### config.mk
export PLATFORM = sky130hd
export DESIGN_NAME = cadr_clock_parts_flat
export DESIGN_NICKNAME = d
export VERILOG_FILES = /design/src/rtl/cadr_clock_parts_if.sv /design/src/rtl/cadr_clock_parts.sv /design/src/flat_wrapper.sv
export SDC_FILE = /design/constraint.sdc
export NUM_CORES = 1
export LEC_CHECK = 0
export ABC_AREA = 1
export BUFFER_PORTS_ARGS = -buffer_cell sky130_fd_sc_hd__buf_4
export CAP_MARGIN = 20
export CELL_PAD_IN_SITES_DETAIL_PLACEMENT = 1
export CELL_PAD_IN_SITES_GLOBAL_PLACEMENT = 1
export CORE_MARGIN = 2
export CORE_UTILIZATION = 36
export DETAILED_ROUTE_END_ITERATION = 6
export PLACE_DENSITY_LB_ADDON = 0.1
export SYNTH_ARGS = -nofsm -noshare
export SYNTH_HDL_FRONTEND = slang
export SYNTH_SLANG_ARGS = --single-unit
### constraint.sdc
create_clock -name clk -period 0.86 [get_ports clk]
set_clock_uncertainty 0.2 [all_clocks]
set_input_delay 0 -clock clk [delete_from_list [all_inputs] [get_ports clk]]
set_output_delay 0 -clock clk [all_outputs]
set_load 0.02 [all_outputs]
### src/rtl/cadr_clock_parts_if.sv
// Bus bundle for the CADR clock-section primitives: 74S151 mux and TD100/TD25/TD50 taps.
// TD50 signals exist only when CADR_TD50_EN is defined.
`timescale 1ns/1ps
interface cadr_clock_parts_if;
  logic [7:0] mux_i;
  logic [2:0] mux_sel;
  logic       mux_ce_n;
  logic       mux_q;
  logic       mux_q_n;
  logic       td100_in;
  logic [4:0] td100_o;
  logic       td25_in;
  logic [4:0] td25_o;
`ifdef CADR_TD50_EN
  logic       td50_in;
  logic [4:0] td50_o;

  modport master (
    output mux_i, mux_sel, mux_ce_n, td100_in, td25_in, td50_in,
    input  mux_q, mux_q_n, td100_o, td25_o, td50_o
  );
  modport slave (
    input  mux_i, mux_sel, mux_ce_n, td100_in, td25_in, td50_in,
    output mux_q, mux_q_n, td100_o, td25_o, td50_o
  );
`else
  modport master (
    output mux_i, mux_sel, mux_ce_n, td100_in, td25_in,
    input  mux_q, mux_q_n, td100_o, td25_o
  );
  modport slave (
    input  mux_i, mux_sel, mux_ce_n, td100_in, td25_in,
    output mux_q, mux_q_n, td100_o, td25_o
  );
`endif
endinterface

### src/rtl/cadr_clock_parts.sv
// CADR clock-section primitives: combinational 74S151 8:1 mux plus tick-quantized tapped
// delay lines TD100 and TD25; the TD50 line is compiled in only with CADR_TD50_EN.
`timescale 1ns/1ps

// Five-tap shift-register delay line; tap k sits at (k+1)*TAP_NS.
module cadr_tdline #(
  parameter int unsigned TAP_NS  = 20,
  parameter int unsigned TICK_NS = 5,
  parameter logic        INIT    = 1'b1
) (
  input  logic       clk,
  input  logic       reset,
  input  logic       line_i,
  output logic [4:0] taps_o
);
  localparam int unsigned STEP  = (TAP_NS >= TICK_NS) ? (TAP_NS / TICK_NS) : 1;
  localparam int unsigned DEPTH = 5 * STEP;

  if ((TAP_NS < TICK_NS) || ((TAP_NS % TICK_NS) != 0)) begin : g_bad_tick
    $error("cadr_tdline: tap spacing %0d ns is not a multiple of tick %0d ns", TAP_NS, TICK_NS);
  end

  logic [DEPTH-1:0] stage_q;
  logic [DEPTH-1:0] stage_d;

  always_comb begin
    stage_d = {stage_q[DEPTH-2:0], line_i};
  end

  always_ff @(posedge clk or posedge reset) begin
    if (reset) stage_q <= {DEPTH{INIT}};
    else       stage_q <= stage_d;
  end

  for (genvar k = 0; k < 5; k++) begin : g_tap
    assign taps_o[k] = stage_q[(k + 1) * STEP - 1];
  end
endmodule

module cadr_clock_parts #(
  parameter int unsigned TICK_NS = 5,
  parameter logic        INIT    = 1'b1
) (
  input  logic               clk,
  input  logic               reset,
  cadr_clock_parts_if.slave  bus
);
  logic mux_q_c;

  // Disabled 74S151 drives Y low / W high regardless of select.
  always_comb begin
    mux_q_c = 1'b0;
    if (!bus.mux_ce_n) mux_q_c = bus.mux_i[bus.mux_sel];
  end

  assign bus.mux_q   = mux_q_c;
  assign bus.mux_q_n = ~mux_q_c;

  cadr_tdline #(.TAP_NS(20), .TICK_NS(TICK_NS), .INIT(INIT)) u_td100 (
    .clk    (clk),
    .reset  (reset),
    .line_i (bus.td100_in),
    .taps_o (bus.td100_o)
  );

  cadr_tdline #(.TAP_NS(5), .TICK_NS(TICK_NS), .INIT(INIT)) u_td25 (
    .clk    (clk),
    .reset  (reset),
    .line_i (bus.td25_in),
    .taps_o (bus.td25_o)
  );

`ifdef CADR_TD50_EN
  cadr_tdline #(.TAP_NS(10), .TICK_NS(TICK_NS), .INIT(INIT)) u_td50 (
    .clk    (clk),
    .reset  (reset),
    .line_i (bus.td50_in),
    .taps_o (bus.td50_o)
  );
`endif
endmodule

### src/flat_wrapper.sv
// flat-port wrapper written by rule: the top's interface ports become plain ports
module cadr_clock_parts_flat 
#(
  parameter int unsigned TICK_NS = 5,
  parameter logic        INIT    = 1'b1
)
  (clk, reset, bus_mux_i, bus_mux_sel, bus_mux_ce_n, bus_td100_in, bus_td25_in, bus_mux_q, bus_mux_q_n, bus_td100_o, bus_td25_o);
  cadr_clock_parts_if bus_i ();
  input  logic clk;
  input  logic reset;
  input wire logic [$bits(bus_i.mux_i)-1:0] bus_mux_i;
  input wire logic [$bits(bus_i.mux_sel)-1:0] bus_mux_sel;
  input wire logic [$bits(bus_i.mux_ce_n)-1:0] bus_mux_ce_n;
  input wire logic [$bits(bus_i.td100_in)-1:0] bus_td100_in;
  input wire logic [$bits(bus_i.td25_in)-1:0] bus_td25_in;
  output wire logic [$bits(bus_i.mux_q)-1:0] bus_mux_q;
  output wire logic [$bits(bus_i.mux_q_n)-1:0] bus_mux_q_n;
  output wire logic [$bits(bus_i.td100_o)-1:0] bus_td100_o;
  output wire logic [$bits(bus_i.td25_o)-1:0] bus_td25_o;
  assign bus_i.mux_i = bus_mux_i;
  assign bus_i.mux_sel = bus_mux_sel;
  assign bus_i.mux_ce_n = bus_mux_ce_n;
  assign bus_i.td100_in = bus_td100_in;
  assign bus_i.td25_in = bus_td25_in;
  assign bus_mux_q = bus_i.mux_q;
  assign bus_mux_q_n = bus_i.mux_q_n;
  assign bus_td100_o = bus_i.td100_o;
  assign bus_td25_o = bus_i.td25_o;
  cadr_clock_parts #(.TICK_NS(TICK_NS), .INIT(INIT)) u_core (.clk(clk), .reset(reset), .bus(bus_i));
endmodule
Word level (Yosys, flattened, before mapping)
Cells that the tools add are included.
- magnitude comparators: 1
- multiplexer cells: 3
- bitwise operators: 1
- operators by type and width (kind ; count):
    $lt 3x4->1 const B ; 1
    $bmux 1 s3 ; 1
    $mux 1 ; 2
    $not 1->1 ; 1
- flip-flop bits (word level): 25
- input bits: 16
- word-level logic and storage cells: 7

Depth between registers and ports, before layout
- depth after elaboration: 4
- depth in mapped cells: 6

Hierarchy
From an unflattened synthesis, not the netlist that was laid out.
- cells, all modules: 61
- area, all modules: 822.0 sq um
- modules (own cells, without submodules) (module ; instances ; cells an instance ; area an instance (sq um) ; sequential area each (sq um)):
    cadr_tdline at u_core.u_td100 ; 1 ; 26 ; 566.8 ; 525.5
    cadr_tdline at u_core.u_td25 ; 1 ; 6 ; 135.1 ; 131.4
    cadr_clock_parts ; 1 ; 29 ; 120.1 ; 0.0

Worst setup path after synthesis
Ideal clock, no wire load.
- kind: reg-to-reg
- start point: register u_core.u_td25.stage_q[0], in the netlist u_core.u_td25.taps_o[0]
- end point: register u_core.u_td25.stage_q[1], in the netlist u_core.u_td25.taps_o[1]
- arrival: 0.563 ns
- slack: 0.020 ns
- cell stages (with the launch flop): 1
- path buffers: 0
- period minus slack after synthesis: 0.840 ns
- cells stage by stage: dfstp_2
- RTL lines (item ; RTL line ; text):
    from (decl) ; cadr_clock_parts.sv:23 ; logic [DEPTH-1:0] stage_q;
    from (signal assigned) ; cadr_clock_parts.sv:31 ; if (reset) stage_q <= {DEPTH{INIT}};
    from (signal assigned) ; cadr_clock_parts.sv:32 ; else stage_q <= stage_d;
No word-level cell between the ends.

Final worst setup path
- start point: register u_core.u_td100.stage_q[15]
- end point: output bus_td100_o[3]
- RTL lines (item ; RTL line ; text):
    from (decl) ; cadr_clock_parts.sv:23 ;
    from (signal assigned) ; cadr_clock_parts.sv:31 ;
    from (signal assigned) ; cadr_clock_parts.sv:32 ;
    to (decl) ; flat_wrapper.sv:18 ; output wire logic [$bits(bus_i.td100_o)-1:0] bus_td100_o;
No word-level cell between the ends.

==> impl_results.md <==
- Reg-to-reg endpoint: u_core.u_td100.stage_q[16]$_DFF_PP1_
- RSZ-0062 raised after global routing: yes
- HPWL after DPL: 905.9 µm
- I/O pins: 28
- Slowest CP cell: dfstp_2
- HP Class: input pin to output pin
- Vias per Instance: 4.133
- Worst r2r src: u_core.u_td100.stage_q[15]$_DFF_PP1_
- Worst-Margin Slew: 0.1296 ns
- DR iter-0 viols: 0
- Max frequency: 0.8402 GHz
- Number of clock sinks: 25
- Vias in the first global route: 507
- Clock Latency Late Sink: 0.31 ns
- DR vias: 496
- Post-Syn Instances: 60
- Hold Path Cell Cnt: 5
- Total gr overflow: 0
- P&R area growth vs syn: 49.39%
- Relative slew slack: 91.36%
- VDD IR max: 1.489 mV
- Period utilization: 138.4%
- Critical path launch point type: flop
- Netlist cell types: 8
- CP max stage delay: 0.57 ns
- Number of buffer and inverter stages on the critical path: 1
- Flop2flop setup slack: -0.05 ns
- Worst Hold End: bus_mux_q
- Synthesized flop and latch total: 25
- Post-Syn Nets: 76
- Reg2Reg Depth: 1
- Met2 WL post-DR: 855 µm
- Layout cell share with drive strength beyond 1: 83.70%
- Largest net degree at the start of global routing: 26
- Hold_ws: 0.1249 ns
- Pwr/cell area: 1723 nW/µm²
- Met3 wire length: 57 µm
- Number of cell rows: 17
- Worst path required time: 0.66 ns
- CTS Buf Count: 3
- Status: finished with violations
- Post-Syn Area: 818.3 µm²
- DRC viols: 0
- Max-Cap Viols: 0
- Final wirelength: 1.543 mm
- Max clock buf depth: 2
- Length of routed wiring on met1: 629 µm
- Clock period minus worst slack: 1.190 ns
- Worst setup EP type: output pin
- Die Y: 51.68 µm
- Power Total: 2.106 mW
- Failing checks: negative setup slack
- Antenna Nets Post-Route: 0
- Final Util: 56.34%
- Die X: 51.68 µm
- Critical path arrival: 0.99 ns
- Final hold vios: 0
- Number of I/O port buffers: 27
- CTS clk-pin slew, worst paths: 0.12 ns
- H-tree levels: 1
- WL per Instance: 12.86 µm
- Initial antenna violation count: 0
- Critical path class: flop to output pin
- # fillers: 234
- Delay-heaviest family, CP: flip-flops
- Final Max Slew Viols: 0
- First-pass GRT wire length: 2.221 mm
- TritonCTS clock tree: built
- Cell Chain, Critical Path: buf_6
- Top sig layer: met3
- Gpl congestion: 0.6625
- Syn_area_per_cell: 13.64 µm²
- YS warnings: 0
- Initial core utilization: 37.72%
- Leak: 0.5788 nW
- Nets: 109
- CTS root buffer: clkbuf_4
- Core Area: 2170 µm²
- Sequential-to-total area share from yosys stat: 80.28%
- CP Max Fanout: 2
- GRT Resource Usage Total: 11.88%
- Setup violations, final: 12
- Drt first pass iters: 1
- Die area: 2670 µm²
- Fin worst setup slack: -0.3302 ns
- Diode count: 0
- Hold path start: bus_mux_ce_n
Yosys cell counts:
master	n	area share, %
buf_4	5	4.6
dfstp_2	25	80
inv_1	12	5.5
nand3_1	6	3.7
nor2_1	1	0.46
inv_2	1	0.46
nand2_1	9	4.1
nand3b_1	1	0.92
area by class of cell:
type	count	area, µm²	share of cell area (%)
Clock buffer	3	22.52	1.842
Clock inverter	1	5.005	0.4094
Inverter	13	53.80	4.401
Multi-Input combinational cell	17	120.1	9.826
Sequential cell	25	656.9	53.74
Tap cell	28	35.03	2.866
Timing Repair Buffer	33	329.1	26.92
layout by cell type (no fill, tap or decap), drive strengths merged:
master / Yosys / final
dlygate4sd3: 0 / 3
clkinv: 0 / 1
clkbuf: 0 / 3
inv: 13 / 13
nand3b: 1 / 1
dfstp: 25 / 25
nand2: 9 / 9
nor2: 1 / 1
nand3: 6 / 6
buf: 5 / 30
cell families (layout without fill, tap and decap cells):
family,after synthesis,in the layout,synth area share (%)
and+or+nand+nor,17,17,9.174
DFF,25,25,80.28
buffers and inverters,18,50,10.55
state kept, by name, summed over array words and instances (netlist names):
register	flops
u_core.u_td100.stage_q	20
u_core.u_td25.taps_o	5
report_power, final:
| group | switching [mW] | internal (mW) | total, mW |
|---|---|---|---|
| Sequential | 0.0288 | 1.28 | 1.31 |
| Clock | 0.320 | 0.174 | 0.493 |
| Combinational | 0.140 | 0.160 | 0.301 |
| Total | 0.489 | 1.62 | 2.11 |
worst max path at each step:
stage                                              start                                 to  slack (ns)  depth (start not counted)
floorplan              u_core.u_td25.taps_o[0]$_DFF_PP1_  u_core.u_td25.taps_o[1]$_DFF_PP1_        0.02                          0
global placement                          bus_mux_sel[0]                          bus_mux_q      0.0005                          7
detailed placement                        bus_mux_sel[0]                          bus_mux_q       -0.01                          8
CTS                  u_core.u_td100.stage_q[7]$_DFF_PP1_                     bus_td100_o[1]       -0.34                          1
global route        u_core.u_td100.stage_q[11]$_DFF_PP1_                     bus_td100_o[2]       -0.38                          1
finish              u_core.u_td100.stage_q[15]$_DFF_PP1_                     bus_td100_o[3]       -0.33                          1
through the flow:
step / cells / setup WS [ns] / setup TNS [ns] / area [µm²]
2_1_floorplan: 60 / 0.01962 / 0 / 818.3
3_3_place_gp: 111 / 0.0004743 / 0 / 1039
3_5_place_dp: 111 / -0.01191 / -0.01191 / 1039
4_1_cts: 120 / -0.3414 / -3.357 / 1164
5_1_grt: 120 / -0.3780 / -3.832 / 1222
6_report: 120 / -0.3302 / -3.246 / 1222
per-layer routing:
metal | vias up | GRT usage, %
li1 | 233 | -
met3 | 0 | 5.172
met4 | 0 | 2.632
met1 | 251 | 17.05
met2 | 12 | 16.67
met5 | - | 0
repair_timing:
item / CTS / global route
setup buffers: 2 / 0
hold buffers: 3 / 0
endpoints found under the hold margin: 27 / 0
resized for setup: 16 / 19
endpoints found under the setup margin: 11 / 14
pin swaps: 5 / 3
Power figures use the tool's default switching activity.
